==> config.mk <==
export PLATFORM = sky130hd
export DESIGN_NAME = tpu_controller_flat
export DESIGN_NICKNAME = d
export VERILOG_FILES = /design/src/rtl/tpu_pkg.sv /design/src/rtl/tpu_controller_if.sv /design/src/rtl/tpu_skew_gen.sv /design/src/rtl/tpu_controller.sv /design/src/flat_wrapper.sv
export SDC_FILE = /design/constraint.sdc
export NUM_CORES = 1
export LEC_CHECK = 0
export CAP_MARGIN = 40
export CORE_ASPECT_RATIO = 2
export CORE_UTILIZATION = 31
export CTS_CLUSTER_SIZE = 25
export DETAILED_ROUTE_END_ITERATION = 6
export PLACE_DENSITY_LB_ADDON = 0.25
export SYNTH_ARGS = -nofsm -noshare
export SYNTH_HDL_FRONTEND = slang
export SYNTH_SLANG_ARGS = --single-unit
==> constraint.sdc <==
create_clock -name clk -period 1.68 [get_ports clk]
set_clock_uncertainty 0.15 [all_clocks]
set_input_delay 0.252 -clock clk [delete_from_list [all_inputs] [get_ports clk]]
set_output_delay 0.252 -clock clk [all_outputs]
set_load 0.005 [all_outputs]
==> src/rtl/tpu_pkg.sv <==
// Shared definitions for the TPU controller slice.
//   opcode_e      : instruction opcodes
//   state_e       : controller FSM states
//   *Ofs          : instruction field offsets, counted down from the instruction MSB
//   instr_width() : instruction width for a given immediate width
package tpu_pkg;

  typedef enum logic [1:0] {
    OpNop   = 2'b00,
    OpRun   = 2'b01,
    OpLoad  = 2'b10,
    OpStore = 2'b11
  } opcode_e;

  typedef enum logic [1:0] {
    StIdle,
    StFeed,
    StDrain,
    StDone
  } state_e;

  // Header layout, MSB first: opcode(2) sel(1) rsvd(1) row(4) col(4), then imm in the low bits.
  // The header is 12 bits so that col and imm stay disjoint.
  localparam int unsigned OpcodeOfs = 0;
  localparam int unsigned SelOfs    = 2;
  localparam int unsigned RsvdOfs   = 3;
  localparam int unsigned RowOfs    = 4;
  localparam int unsigned ColOfs    = 8;
  localparam int unsigned FieldW    = 4;
  localparam int unsigned HdrW      = 12;

  function automatic int unsigned instr_width(int unsigned data_width);
    return HdrW + data_width;
  endfunction

endpackage

==> src/rtl/tpu_controller_if.sv <==
// Instruction handshake between an issuer (master) and the controller (slave).
//   instr_valid : instruction present (master -> slave)
//   instruction : encoded instruction (master -> slave)
//   instr_ready : controller can accept this cycle (slave -> master)
interface tpu_controller_if #(
  parameter int unsigned DATA_WIDTH = 8
) ();
  import tpu_pkg::*;

  localparam int unsigned INSTR_W = instr_width(DATA_WIDTH);

  logic               instr_valid;
  logic               instr_ready;
  logic [INSTR_W-1:0] instruction;

  modport master (
    output instr_valid,
    output instruction,
    input  instr_ready
  );

  modport slave (
    input  instr_valid,
    input  instruction,
    output instr_ready
  );

endinterface

==> src/rtl/tpu_skew_gen.sv <==
// Skewed read-enable generator for an N x N systolic array.
//   counter     : feed counter (1..2N-1 while feeding)
//   read_enable : line i enabled when i < counter <= i+N
//   read_elem   : element index counter-1-i for enabled lines, else 0;
//                 line i at [i*IDX_W +: IDX_W]
module tpu_skew_gen #(
  parameter int unsigned N = 4
) (
  input  logic [$clog2(3*N)-1:0]  counter,
  output logic [N-1:0]            read_enable,
  output logic [N*$clog2(N)-1:0]  read_elem
);

  localparam int unsigned IDX_W = $clog2(N);
  localparam int unsigned CNT_W = $clog2(3*N);

  for (genvar gi = 0; gi < N; gi++) begin : g_line
    logic [IDX_W-1:0] elem_idx;

    assign read_enable[gi] = (counter > CNT_W'(gi)) && (counter <= CNT_W'(gi + N));
    // Only meaningful when enabled, where the difference is 0..N-1.
    assign elem_idx = IDX_W'(counter - CNT_W'(gi + 1));
    assign read_elem[gi*IDX_W +: IDX_W] = read_enable[gi] ? elem_idx : '0;
  end

endmodule

==> src/rtl/tpu_controller.sv <==
// Instruction sequencer for an N x N systolic array.
//   clk, rst             : clock, synchronous active-high reset
//   ibus                 : instruction handshake (slave side)
//   mem{a,b}_write_enable: LOAD strobes; mem_write_line/elem/data_in carry the target and data
//   mem{a,b}_read_enable : per-line skewed read enables (A and B identical)
//   mem{a,b}_read_elem   : per-line element index
//   array_write_enable   : array compute enable (FEED and DRAIN)
//   array_clear          : accumulator clear, first FEED cycle of a clear-mode RUN
//   array_output_row/col : STORE select, store_valid qualifies it
//   busy, done           : RUN in progress, one-cycle RUN-complete pulse
module tpu_controller
  import tpu_pkg::*;
#(
  parameter int unsigned DATA_WIDTH = 8,
  parameter int unsigned N          = 4
) (
  input  logic                       clk,
  input  logic                       rst,
  tpu_controller_if.slave            ibus,
  output logic                       mema_write_enable,
  output logic                       memb_write_enable,
  output logic [$clog2(N)-1:0]       mem_write_line,
  output logic [$clog2(N)-1:0]       mem_write_elem,
  output logic [DATA_WIDTH-1:0]      mem_data_in,
  output logic [N-1:0]               mema_read_enable,
  output logic [N-1:0]               memb_read_enable,
  output logic [N*$clog2(N)-1:0]     mema_read_elem,
  output logic [N*$clog2(N)-1:0]     memb_read_elem,
  output logic                       array_write_enable,
  output logic                       array_clear,
  output logic [$clog2(N)-1:0]       array_output_row,
  output logic [$clog2(N)-1:0]       array_output_col,
  output logic                       store_valid,
  output logic                       busy,
  output logic                       done
);

  localparam int unsigned IDX_W   = $clog2(N);
  localparam int unsigned INSTR_W = instr_width(DATA_WIDTH);
  localparam int unsigned CNT_W   = $clog2(3*N);

  localparam logic [CNT_W-1:0] FeedLast  = CNT_W'(2*N - 1);
  localparam logic [CNT_W-1:0] DrainLast = CNT_W'(3*N - 2);

  state_e           state;
  logic [CNT_W-1:0] counter;

  // Instruction field decode
  opcode_e         op;
  logic            sel;
  logic [FieldW-1:0] row_f;
  logic [FieldW-1:0] col_f;
  logic [DATA_WIDTH-1:0] imm;
  logic            ready;
  logic            accept;
  logic            unused_instr;

  assign op    = opcode_e'(ibus.instruction[INSTR_W-1-OpcodeOfs -: 2]);
  assign sel   = ibus.instruction[INSTR_W-1-SelOfs];
  assign row_f = ibus.instruction[INSTR_W-1-RowOfs -: FieldW];
  assign col_f = ibus.instruction[INSTR_W-1-ColOfs -: FieldW];
  assign imm   = ibus.instruction[DATA_WIDTH-1:0];

  // rsvd and the row/col bits above IDX_W carry no meaning
  assign unused_instr = ^{ibus.instruction[INSTR_W-1-RsvdOfs], row_f, col_f};

  // Held low during reset so nothing is accepted on a reset edge.
  assign ready            = (state == StIdle) && !rst;
  assign ibus.instr_ready = ready;
  assign accept           = ibus.instr_valid && ready;

  // LOAD / STORE act in the accept cycle only.
  always_comb begin
    mema_write_enable = 1'b0;
    memb_write_enable = 1'b0;
    mem_write_line    = '0;
    mem_write_elem    = '0;
    mem_data_in       = '0;
    store_valid       = 1'b0;
    array_output_row  = '0;
    array_output_col  = '0;
    if (accept) begin
      case (op)
        OpLoad: begin
          mema_write_enable = !sel;
          memb_write_enable = sel;
          mem_write_line    = row_f[IDX_W-1:0];
          mem_write_elem    = col_f[IDX_W-1:0];
          mem_data_in       = imm;
        end
        OpStore: begin
          store_valid      = 1'b1;
          array_output_row = row_f[IDX_W-1:0];
          array_output_col = col_f[IDX_W-1:0];
        end
        default: ;
      endcase
    end
  end

  // RUN sequencing: FEED counts 1..2N-1, DRAIN continues 2N..3N-2, DONE is one cycle.
  always_ff @(posedge clk) begin
    if (rst) begin
      state              <= StIdle;
      counter            <= '0;
      array_write_enable <= 1'b0;
      array_clear        <= 1'b0;
      busy               <= 1'b0;
      done               <= 1'b0;
    end else begin
      array_clear <= 1'b0;
      done        <= 1'b0;
      unique case (state)
        StIdle: begin
          if (accept && (op == OpRun)) begin
            state              <= StFeed;
            counter            <= CNT_W'(1);
            array_write_enable <= 1'b1;
            array_clear        <= !sel;
            busy               <= 1'b1;
          end
        end
        StFeed: begin
          counter <= counter + CNT_W'(1);
          if (counter == FeedLast) begin
            state <= StDrain;
          end
        end
        StDrain: begin
          if (counter == DrainLast) begin
            state              <= StDone;
            array_write_enable <= 1'b0;
            done               <= 1'b1;
          end else begin
            counter <= counter + CNT_W'(1);
          end
        end
        StDone: begin
          state   <= StIdle;
          counter <= '0;
          busy    <= 1'b0;
        end
      endcase
    end
  end

  logic [N-1:0]       skew_en;
  logic [N*IDX_W-1:0] skew_elem;
  logic               feeding;

  tpu_skew_gen #(
    .N (N)
  ) u_skew_gen (
    .counter     (counter),
    .read_enable (skew_en),
    .read_elem   (skew_elem)
  );

  assign feeding          = (state == StFeed);
  assign mema_read_enable = feeding ? skew_en : '0;
  assign memb_read_enable = feeding ? skew_en : '0;
  assign mema_read_elem   = feeding ? skew_elem : '0;
  assign memb_read_elem   = feeding ? skew_elem : '0;

endmodule
==> src/flat_wrapper.sv <==
// flat-port wrapper written by rule: the top's interface ports become plain ports
module tpu_controller_flat import tpu_pkg::*;
#(
  parameter int unsigned DATA_WIDTH = 8,
  parameter int unsigned N          = 4
)
  (clk, rst, mema_write_enable, memb_write_enable, mem_write_line, mem_write_elem, mem_data_in, mema_read_enable, memb_read_enable, mema_read_elem, memb_read_elem, array_write_enable, array_clear, array_output_row, array_output_col, store_valid, busy, done, ibus_instr_valid, ibus_instruction, ibus_instr_ready);
  tpu_controller_if #(.DATA_WIDTH(DATA_WIDTH)) ibus_i ();
  input  logic clk;
  input  logic rst;
  output logic mema_write_enable;
  output logic memb_write_enable;
  output logic [$clog2(N)-1:0] mem_write_line;
  output logic [$clog2(N)-1:0] mem_write_elem;
  output logic [DATA_WIDTH-1:0] mem_data_in;
  output logic [N-1:0] mema_read_enable;
  output logic [N-1:0] memb_read_enable;
  output logic [N*$clog2(N)-1:0] mema_read_elem;
  output logic [N*$clog2(N)-1:0] memb_read_elem;
  output logic array_write_enable;
  output logic array_clear;
  output logic [$clog2(N)-1:0] array_output_row;
  output logic [$clog2(N)-1:0] array_output_col;
  output logic store_valid;
  output logic busy;
  output logic done;
  input wire logic [$bits(ibus_i.instr_valid)-1:0] ibus_instr_valid;
  input wire logic [$bits(ibus_i.instruction)-1:0] ibus_instruction;
  output wire logic [$bits(ibus_i.instr_ready)-1:0] ibus_instr_ready;
  assign ibus_i.instr_valid = ibus_instr_valid;
  assign ibus_i.instruction = ibus_instruction;
  assign ibus_instr_ready = ibus_i.instr_ready;
  tpu_controller #(.DATA_WIDTH(DATA_WIDTH), .N(N)) u_core (.clk(clk), .rst(rst), .ibus(ibus_i), .mema_write_enable(mema_write_enable), .memb_write_enable(memb_write_enable), .mem_write_line(mem_write_line), .mem_write_elem(mem_write_elem), .mem_data_in(mem_data_in), .mema_read_enable(mema_read_enable), .memb_read_enable(memb_read_enable), .mema_read_elem(mema_read_elem), .memb_read_elem(memb_read_elem), .array_write_enable(array_write_enable), .array_clear(array_clear), .array_output_row(array_output_row), .array_output_col(array_output_col), .store_valid(store_valid), .busy(busy), .done(done));
endmodule
[Word-level counts from Yosys, hierarchy flattened]
Cells that the tools add are included.
W data, S select, Z words.
Storage, ports and cells
  bits in registers: 10
  output and inout port bits: 48
  input bits: 23
Cells by class
  reduce and logical (&&, ||, !) cells: 18
  order comparisons: 8
  equal/unequal tests: 12
  bitwise logic cells: 3
  muxes and demuxes: 34
  $add $sub $neg: 5
Operators by type and width (count)
  $mux W2: 15
  $mux W8: 3
  $le A4 B3 Y1 const B: 4
  $pmux W4 S4: 1
  $mux W4: 3
  $mux W1: 9
  $eq A2 B2 Y1 const B: 4
  $gt A4 B1 Y1 const B: 2
  $gt A4 B2 Y1 const B: 2
  $pmux W2 S4: 1
  $logic_and A1 B1 Y1: 7
  $ne A2 B2 Y1 const B: 3
  $reduce_and A3 Y1: 2
  $add A4 B1 Y4 const B: 1
  $eq A2 B1 Y1 const B: 2
  $eq A4 B3 Y1 const B: 1
  $eq A4 B4 Y1 const B: 1
  $pmux W1 S2: 2
  $reduce_and A2 Y1: 2
  $reduce_bool A2 Y1: 2
  $sub A2 B1 Y2 const B: 2
  $sub A2 B2 Y2 const B: 2
  $not A1 Y1: 3
  $reduce_or A3 Y1: 1
  4 further kinds: 5

[Longest topological paths before layout]
  depth in word-level cells: 6
  mapped depth: 7
  depth with buffers taken out: 6

[Cells and area by module]
From an unflattened synthesis, not the netlist that was laid out.
Second synthesis, totals
  cell total of the unflattened synthesis: 135
  area total of the unflattened synthesis: 1061.0 um^2
Modules (own cells, without submodules)
  tpu_controller: area each 897.1 um^2, cells each 110, times used 1
  tpu_skew_gen: area each 163.9 um^2, cells each 25, times used 1

[Least setup slack after synthesis]
Ideal clock, no wire load.
  path type: reg-to-output
  start point: reg u_core.counter[0]
  end point: out memb_read_elem[2]
  data required time: 1.278 ns
  data arrival time: 1.477 ns
  setup slack: -0.199 ns
  cell stages (with the launch flop): 8
  path through: dfxtp_1 > clkbuf_1 > inv_1 > ha_1 > nor2_1 > xnor2_1 > nor3_1 > buf_4
On the way
  longest elaborated chain between the ends: 4
Ends and longest elaborated chain
  start, declared: line tpu_controller.sv:46  | logic [CNT_W-1:0] counter;
  start signal, assigned: line tpu_controller.sv:124  | counter <= counter + CNT_W'(1);
  start signal, assigned: line tpu_controller.sv:135  | counter <= counter + CNT_W'(1);
  $gt A4 B1 Y1 or $le A4 B3 Y1 (tied branches): line tpu_skew_gen.sv:20  | assign read_enable[gi] = (counter > CNT_W'(gi)) && (counter <= CNT_W'(gi + N));
  $logic_and A1 B1 Y1: line tpu_skew_gen.sv:20
  $mux W2 *: line tpu_skew_gen.sv:23  | assign read_elem[gi*IDX_W +: IDX_W] = read_enable[gi] ? elem_idx : '0;
  $mux W8 *
  end, declared: line flat_wrapper.sv:19  | output logic [N*$clog2(N)-1:0] memb_read_elem;
Mark *: on every way between the ends. The rest lies on a longest branch, timed or not.

[Final worst setup path]
  start point: in rst
  end point: out mem_write_elem[1]
On the way
  longest elaborated chain between the ends: 4
Ends and longest elaborated chain
  start, declared: line flat_wrapper.sv:10  | input logic rst;
  $logic_not A1 Y1: line tpu_controller.sv:68  | assign ready = (state == StIdle) && !rst;
  $logic_and A1 B1 Y1: line tpu_controller.sv:68
  $logic_and A1 B1 Y1: line tpu_controller.sv:70  | assign accept = ibus.instr_valid && ready;
  $mux W2: line tpu_controller.sv:82  | if (accept) begin
  end, declared: line flat_wrapper.sv:14  | output logic [$clog2(N)-1:0] mem_write_elem;
Every way passes these cells.

==> summary.md <==
| Metric | Value |
|---|---|
| GRT Total Usage | `23.5%` |
| # setup viols final | `45` |
| Avg Cell Area, Syn | `7.86 µm²` |
| Share of synthesized registers carrying an async set or reset | `0%` |
| Clk sink count | `10` |
| Primary FF master, synth | `dfxtp_1` |
| Top cells by area, synth | `dfxtp_1 21%, ha_1 13%, and2_1 12%` |
| Avg WL per Cell | `16.3 µm` |
| EDFF count, synth | `0` |
| Power per cell area | `roughly 800 nW/µm²` |
| Run status | `finished with violations` |
| Crit path DAT | `1.74 ns` |
| Sequential area share after synthesis | `20.7%` |
| Fin Setup TNS | `-12.79 ns` |
| First-pass GRT wire length | `6090 µm` |
| Bufs and invs on worst path | `5` |
| Critical-path cell list | `clkdlybuf4s50_1, and2b_1, nand2_2, nor3b_2, buf_4, buf_6, buf_6, and2_4, buf_6` |
| Cell mode on critical path | `buf_6` |
| IO buf count | `65` |
| Critical path class | `in -> out` |
| DRT Pass-1 Iters | `4` |
| Slew @ Worst Pin | `~0.26 ns` |
| CP endpoint kind | `output pin` |
| CORE AREA | `2980 µm²` |
| TritonCTS clock tree | `done` |
| Synth warnings | `0` |
| Core Util, Final | `84.3%` |
| Area grow syn2layout | `160%` |
| Max-cap violations | `0` |
| Final Hold Vio Count | `0` |
| Final GP Congestion | `0.790` |
| RSZ-0062 raised after global routing | `yes` |
| Synthesized cell area | `967 µm²` |
| Root buf cell | `clkbuf_8` |
| Peak Freq | `467 MHz` |
| Clock transition at the registers of the reported paths | `around 0.050 ns` |
| Hold WC Path Type | `reg -> reg` |
| Final Max Slew Viols | `0` |
| Commonest non-fill, non-tap cell in the layout | `buf_6` |
| Post-DRT Antenna Nets | `0` |
| H-tree levels | `1` |
| Critical Path Max Stage Delay | `0.44 ns` |
| Static Leakage | `1.15 nW` |
| Share of Yosys cell area claimed by the top area cell type | `20.7%` |
| Initial DRC count | `6` |
| Vias in the first global route | `1471` |
| Layout Nets | `269` |
| Cts bufs inserted | `3` |
| PnR worst setup slack | `-0.460 ns` |
| Period utilization | `127%` |
| Commonest non-fill, non-tap cells in the layout | `52 x buf_6, 31 x buf_4, 21 x clkdlybuf4s50_1` |
| Layout cell share with drive strength beyond 1 | `72.3%` |
| Slew Limit Headroom | `82.3%` |
| Chip height | `81.0 µm` |
| Delay-heaviest family, CP | `buffers and inverters` |
| Largest net degree at the start of global routing | `12` |
| Clk_lat worst skew | `0.25 ns` |
| Post-DP HPWL | `approximately 2400 µm` |
| Pre-CTS setup slack | `-0.702 ns` |
| Die Width | `41.5 µm` |
| Minimum clock period after layout | `2.14 ns` |
| Failing checks | `setup timing` |
| Area leader, netlist | `dfxtp_1` |
| Routed vias | `roughly 1.3k` |
| Die ar. | `3360 µm²` |
| Number of antenna diodes | `0` |
| I/O pins | `a little over 70` |
| Maximum vdd ir drop | `about 0.69 mV` |
| Crit start category | `input pin` |
| Initial Util | `between 30% and 40%` |
| Yosys reg bits | `10` |
| Crit path max fanout | `3` |
| Req. time, crit path | `1.28 ns` |
| Hold_buf cts | `0` |
| Slowest-stage cell, CP | `clkdlybuf4s50_1` |
| Initial antenna violation count | `0` |
| Grt ovf | `0` |
| Cell count after synthesis | `123` |
| Clock tree buffer depth | `2` |
| Cell variety after synth | `34` |
| Drt total wl | `4320 µm` |
| Syn_nets | `between 150 and 200` |
| Vias/cell | `roughly 5.0` |
| Row count | `28` |
| DRC | `0` |
-- synthesized netlist by cell type, types with 3 or more instances --
library cell	number
ha_1	10
nor2b_1	3
buf_4	13
nand4bb_1	3
nor2_1	16
dfxtp_1	10
nand2_1	7
and2_1	18
mux2i_1	3
inv_1	7
-- logic make-up after synthesis --
logic type	count (synthesis)	share of synthesized area, %
flip-flops	10	20.7
AND/OR/NAND/NOR	63	37.6
buffers and inverters	23	14.1
XOR/XNOR	3	2.72
adder cells (fa/ha/maj)	10	12.9
AO/OA/AOI/OAI	11	8.80
multiplexers	3	3.10
-- layout make-up --
| type | count | area (µm²) |
|---|---|---|
| repair buffers | 124 | 1140 |
| multi-input cells | 90 | 1030 |
| fillers | 163 | 467 |
| flip-flops and latches | 10 | 211 |
| clock buffers | 4 | 55.1 |
| inverters | 7 | 41.3 |
| well taps | 30 | 37.5 |
-- final timing paths --
path / start / end / slack, ns / cells after the start
max: rst / mem_write_elem[1] / -0.46 / 9
min: u_core.busy / u_core.busy / 0.38 / 2
max reg2reg: u_core.state[0] / u_core.state[1] / -0.13 / 8
min reg2reg: u_core.busy / u_core.busy / 0.38 / 2
-- report_power, final --
group	switching (mW)	internal, mW
Sequential	0.0376	0.277
Clock	0.114	0.208
Combinational	0.634	0.791
Total	0.786	1.28
-- through the flow --
step | hold slack [ns] | instance area (µm²) | cells | power, mW
after floorplan | 0.179 | 1030 | 123 | 0.801
after global routing | 0.392 | 2510 | 265 | 2.15
after CTS | 0.363 | 2250 | 259 | 1.81
after detailed placement | 0.352 | 1770 | 225 | 1.13
final | 0.375 | 2510 | 265 | 2.06
after global placement | 0.325 | 1770 | 225 | 1.11
-- state kept, by name (all words and copies together) (netlist names) --
name / cells
u_core.counter: 4
u_core.state: 2
u_core.done: 1
u_core.array_clear: 1
u_core.busy: 1
u_core.array_write_enable: 1
-- metal layers --
| metal | vias to the layer above | track usage (%) | routed length (µm) |
|---|---|---|---|
| li1 | 630 | - | - |
| met1 | 625 | 16.8 | 1240 |
| met2 | 72 | 52.8 | 2710 |
| met3 | 11 | 2.67 | 200 |
| met4 | 0 | 13.9 | 165 |
| met5 | - | 0 | 0 |
-- worst reg2reg max path, cell delays in order (launching register included) --
cell	delay [ns]
dfxtp_2	0.33
buf_6	0.11
buf_6	0.11
ha_4	0.15
buf_6	0.12
nand4bb_4	0.20
a32oi_4	0.26
mux2i_1	0.21
nor2_1	0.06
-- what timing repair did --
action | CTS | global route
hold endpoints to repair | 0 | 0
buffers inserted | 30 | 12
setup endpoints to repair | 47 | 49
pin swaps | 30 | 23
cloned | 1 | 0
gates resized for setup | 246 | 61
(Power assumes the default switching activity.)
==> RTL edit: new RTL, config.mk and constraints unchanged <==
`N` is set to 4 in 3 places; all go to 2.
--- a/src/rtl/tpu_skew_gen.sv
+++ b/src/rtl/tpu_skew_gen.sv
@@ -4,7 +4,7 @@
 //   read_elem   : element index counter-1-i for enabled lines, else 0;
 //                 line i at [i*IDX_W +: IDX_W]
 module tpu_skew_gen #(
-  parameter int unsigned N = 4
+  parameter int unsigned N = 2
 ) (
   input  logic [$clog2(3*N)-1:0]  counter,
   output logic [N-1:0]            read_enable,
--- a/src/rtl/tpu_controller.sv
+++ b/src/rtl/tpu_controller.sv
@@ -12,7 +12,7 @@
   import tpu_pkg::*;
 #(
   parameter int unsigned DATA_WIDTH = 8,
-  parameter int unsigned N          = 4
+  parameter int unsigned N          = 2
 ) (
   input  logic                       clk,
   input  logic                       rst,
--- a/src/flat_wrapper.sv
+++ b/src/flat_wrapper.sv
@@ -2,7 +2,7 @@
 module tpu_controller_flat import tpu_pkg::*;
 #(
   parameter int unsigned DATA_WIDTH = 8,
-  parameter int unsigned N          = 4
+  parameter int unsigned N          = 2
 )
   (clk, rst, mema_write_enable, memb_write_enable, mem_write_line, mem_write_elem, mem_data_in, mema_read_enable, memb_read_enable, mema_read_elem, memb_read_elem, array_write_enable, array_clear, array_output_row, array_output_col, store_valid, busy, done, ibus_instr_valid, ibus_instruction, ibus_instr_ready);
   tpu_controller_if #(.DATA_WIDTH(DATA_WIDTH)) ibus_i ();
Ports: changed (8 resized); port bits go from 71 to 51. No check against the original RTL was run, so the function may have changed too.
==> RTL edit against the unedited design <==
Global-route usage up 1.4 points; power decreased by 4.2%; non-clock buffer count down 34; routed wire length decreased by 29%; worst setup slack improved by 97 ps; hold slack lost 40 ps; cell area decreased by 29%; sequential power up 7.3%; critical endpoint is now mema_write_enable; synthesized area shrank 19%; synthesized cell count fell by 27%; largest power group unchanged; the run still ends with setup timing left; sequential cell count fell by 1; final cell count fell by 23%.
==> RTL edit: results (changes against the unedited design) <==
### Synth
- **cells taking the most area after synthesis** dfxtp_1, ha_1, and2_1, buf_4, inv_1
- **area share of fa/ha/maj cells after synthesis** 14.4%, +1.4 points
- **mux cell area share after synthesis** 3.19%, +0.085 points
- **distinct cell type count of the synthesized netlist** 38, +12%
- **sequential element share of the synthesized area** 23.0%, +2.3 points
- **xor/xnor share of the synthesized area** 0%, -2.7 points
- **top post-synthesis cells by count** and2_1, dfxtp_1, ha_1
- **instance count of the mapped netlist** 90, -27%

### Worst setup path
- **CP max stage cell** dfxtp_2
- **Arrival @ worst endpoint** 1640 ps, -100 ps
- **biggest cell delay along the critical path** 330 ps, -110 ps

### Cells and area
- **largest registers** u_core.counter: 3 flops, u_core.state: 2 flops
- **share of layout cells above drive strength 1** 64.4%, -7.9 points
- **count of nets after finishing** 210, -22%

### Routing
- **number of iterations in the first detailed-routing pass** 3, -1
- **post-detailed-route wirelength per cell** 15.1 um, -7.2%
- **post-detailed-route via-to-cell ratio** 4.94, -2.2%
- **WL final** 3090 um, -29%

### Global routing
- **number of global-route vias before repair** 1052, -28%
- **wire length of the first global-routing pass** 4730 um, -22%
- **pin count of the biggest net entering global routing** 17, +5
- **met2 Usage GRT** 51.5%, -1.3 points
- **met1 track utilization from global routing** 18.4%, +1.6 points

### STA
- **Setup-failing EPs final** 24, -47%
- **final worst setup slack** -363 ps, +96.7 ps

### Place
- **worst setup slack before clock tree synthesis** -564 ps, +137 ps
- **Cell Count Post-Placement** 182, -19%
- **Post-DP HPWL** 2020 um, -17%
- **Placer Congestion** 0.810, +2.5%
- **input/output buffers** 43, -34%

### Status
- **outcome** finished, violations left
- **failing checks** setup timing

### Power
- **leakage power figure** 0.809 nW, -30%

RTL edit: cells by family (layout without fill, tap and decap cells):
| kind of cell | count (synthesis) | after routing |
|---|---|---|
| buffers and inverters | 14 | 101 |
| adders and majority gates | 9 | 9 |
| and+or+nand+nor | 37 | 37 |
| DFF | 9 | 9 |
| AOI/OAI and AO/OA | 19 | 19 |
| muxes | 2 | 2 |
RTL edit: worst paths after layout:
kind / from / end / slack [ps] / cells after the start
worst max-delay path: u_core.state[1]$_SDFFE_PP0P_ / mema_write_enable / -360 / 9
worst min-delay path: u_core.array_write_enable$_SDFFE_PP0P_ / u_core.array_write_enable$_SDFFE_PP0P_ / 340 / 2
worst max register to register: u_core.state[1]$_SDFFE_PP0P_ / u_core.state[0]$_SDFFE_PP0P_ / -240 / 9
worst min register to register: u_core.array_write_enable$_SDFFE_PP0P_ / u_core.array_write_enable$_SDFFE_PP0P_ / 340 / 2
RTL edit: metal layers:
metal / wire [um] / vias up
met5: 0 / -
li1: - / 488
met4: 139 / 0
met1: 837 / 464
met3: 118 / 10
met2: 1990 / 45
RTL edit: timing repair:
action                     CTS  global route
resized for setup          143            20
cloned                       1             0
pin swaps                   25            12
setup endpoints to repair   28            28
buffers inserted            13             5
RTL edit: through the flow:
step | setup TNS [ps] | instance area, sq um
6_report | -5660 | 1780
5_1_grt | -7250 | 1780
4_1_cts | -4740 | 1700
3_5_place_dp | -11800 | 1430
3_3_place_gp | -11300 | 1430
2_1_floorplan | 0 | 797
RTL edit: cell type report:
class,instances,area (sq um)
fillers,182,594
well taps,27,33.8
clock buffers,4,45.0
flip-flops and latches,9,189
repair buffers,90,774
multi-input cells,67,709
inverters,7,31.3
RTL edit: worst min-delay path: stages, from the launching register on:
cell      delay [ps]
dfxtp_1          300
nand2b_1          70
o32ai_1           60
RTL edit: power breakdown:
part / internal (W) / leakage [nW] / total [W] / switching (W)
clock network: 0.000165 / 0.0228 / 0.000249 / 0.0000841
logic: 0.000770 / 0.711 / 0.00139 / 0.000618
registers: 0.000272 / 0.0758 / 0.000338 / 0.0000662
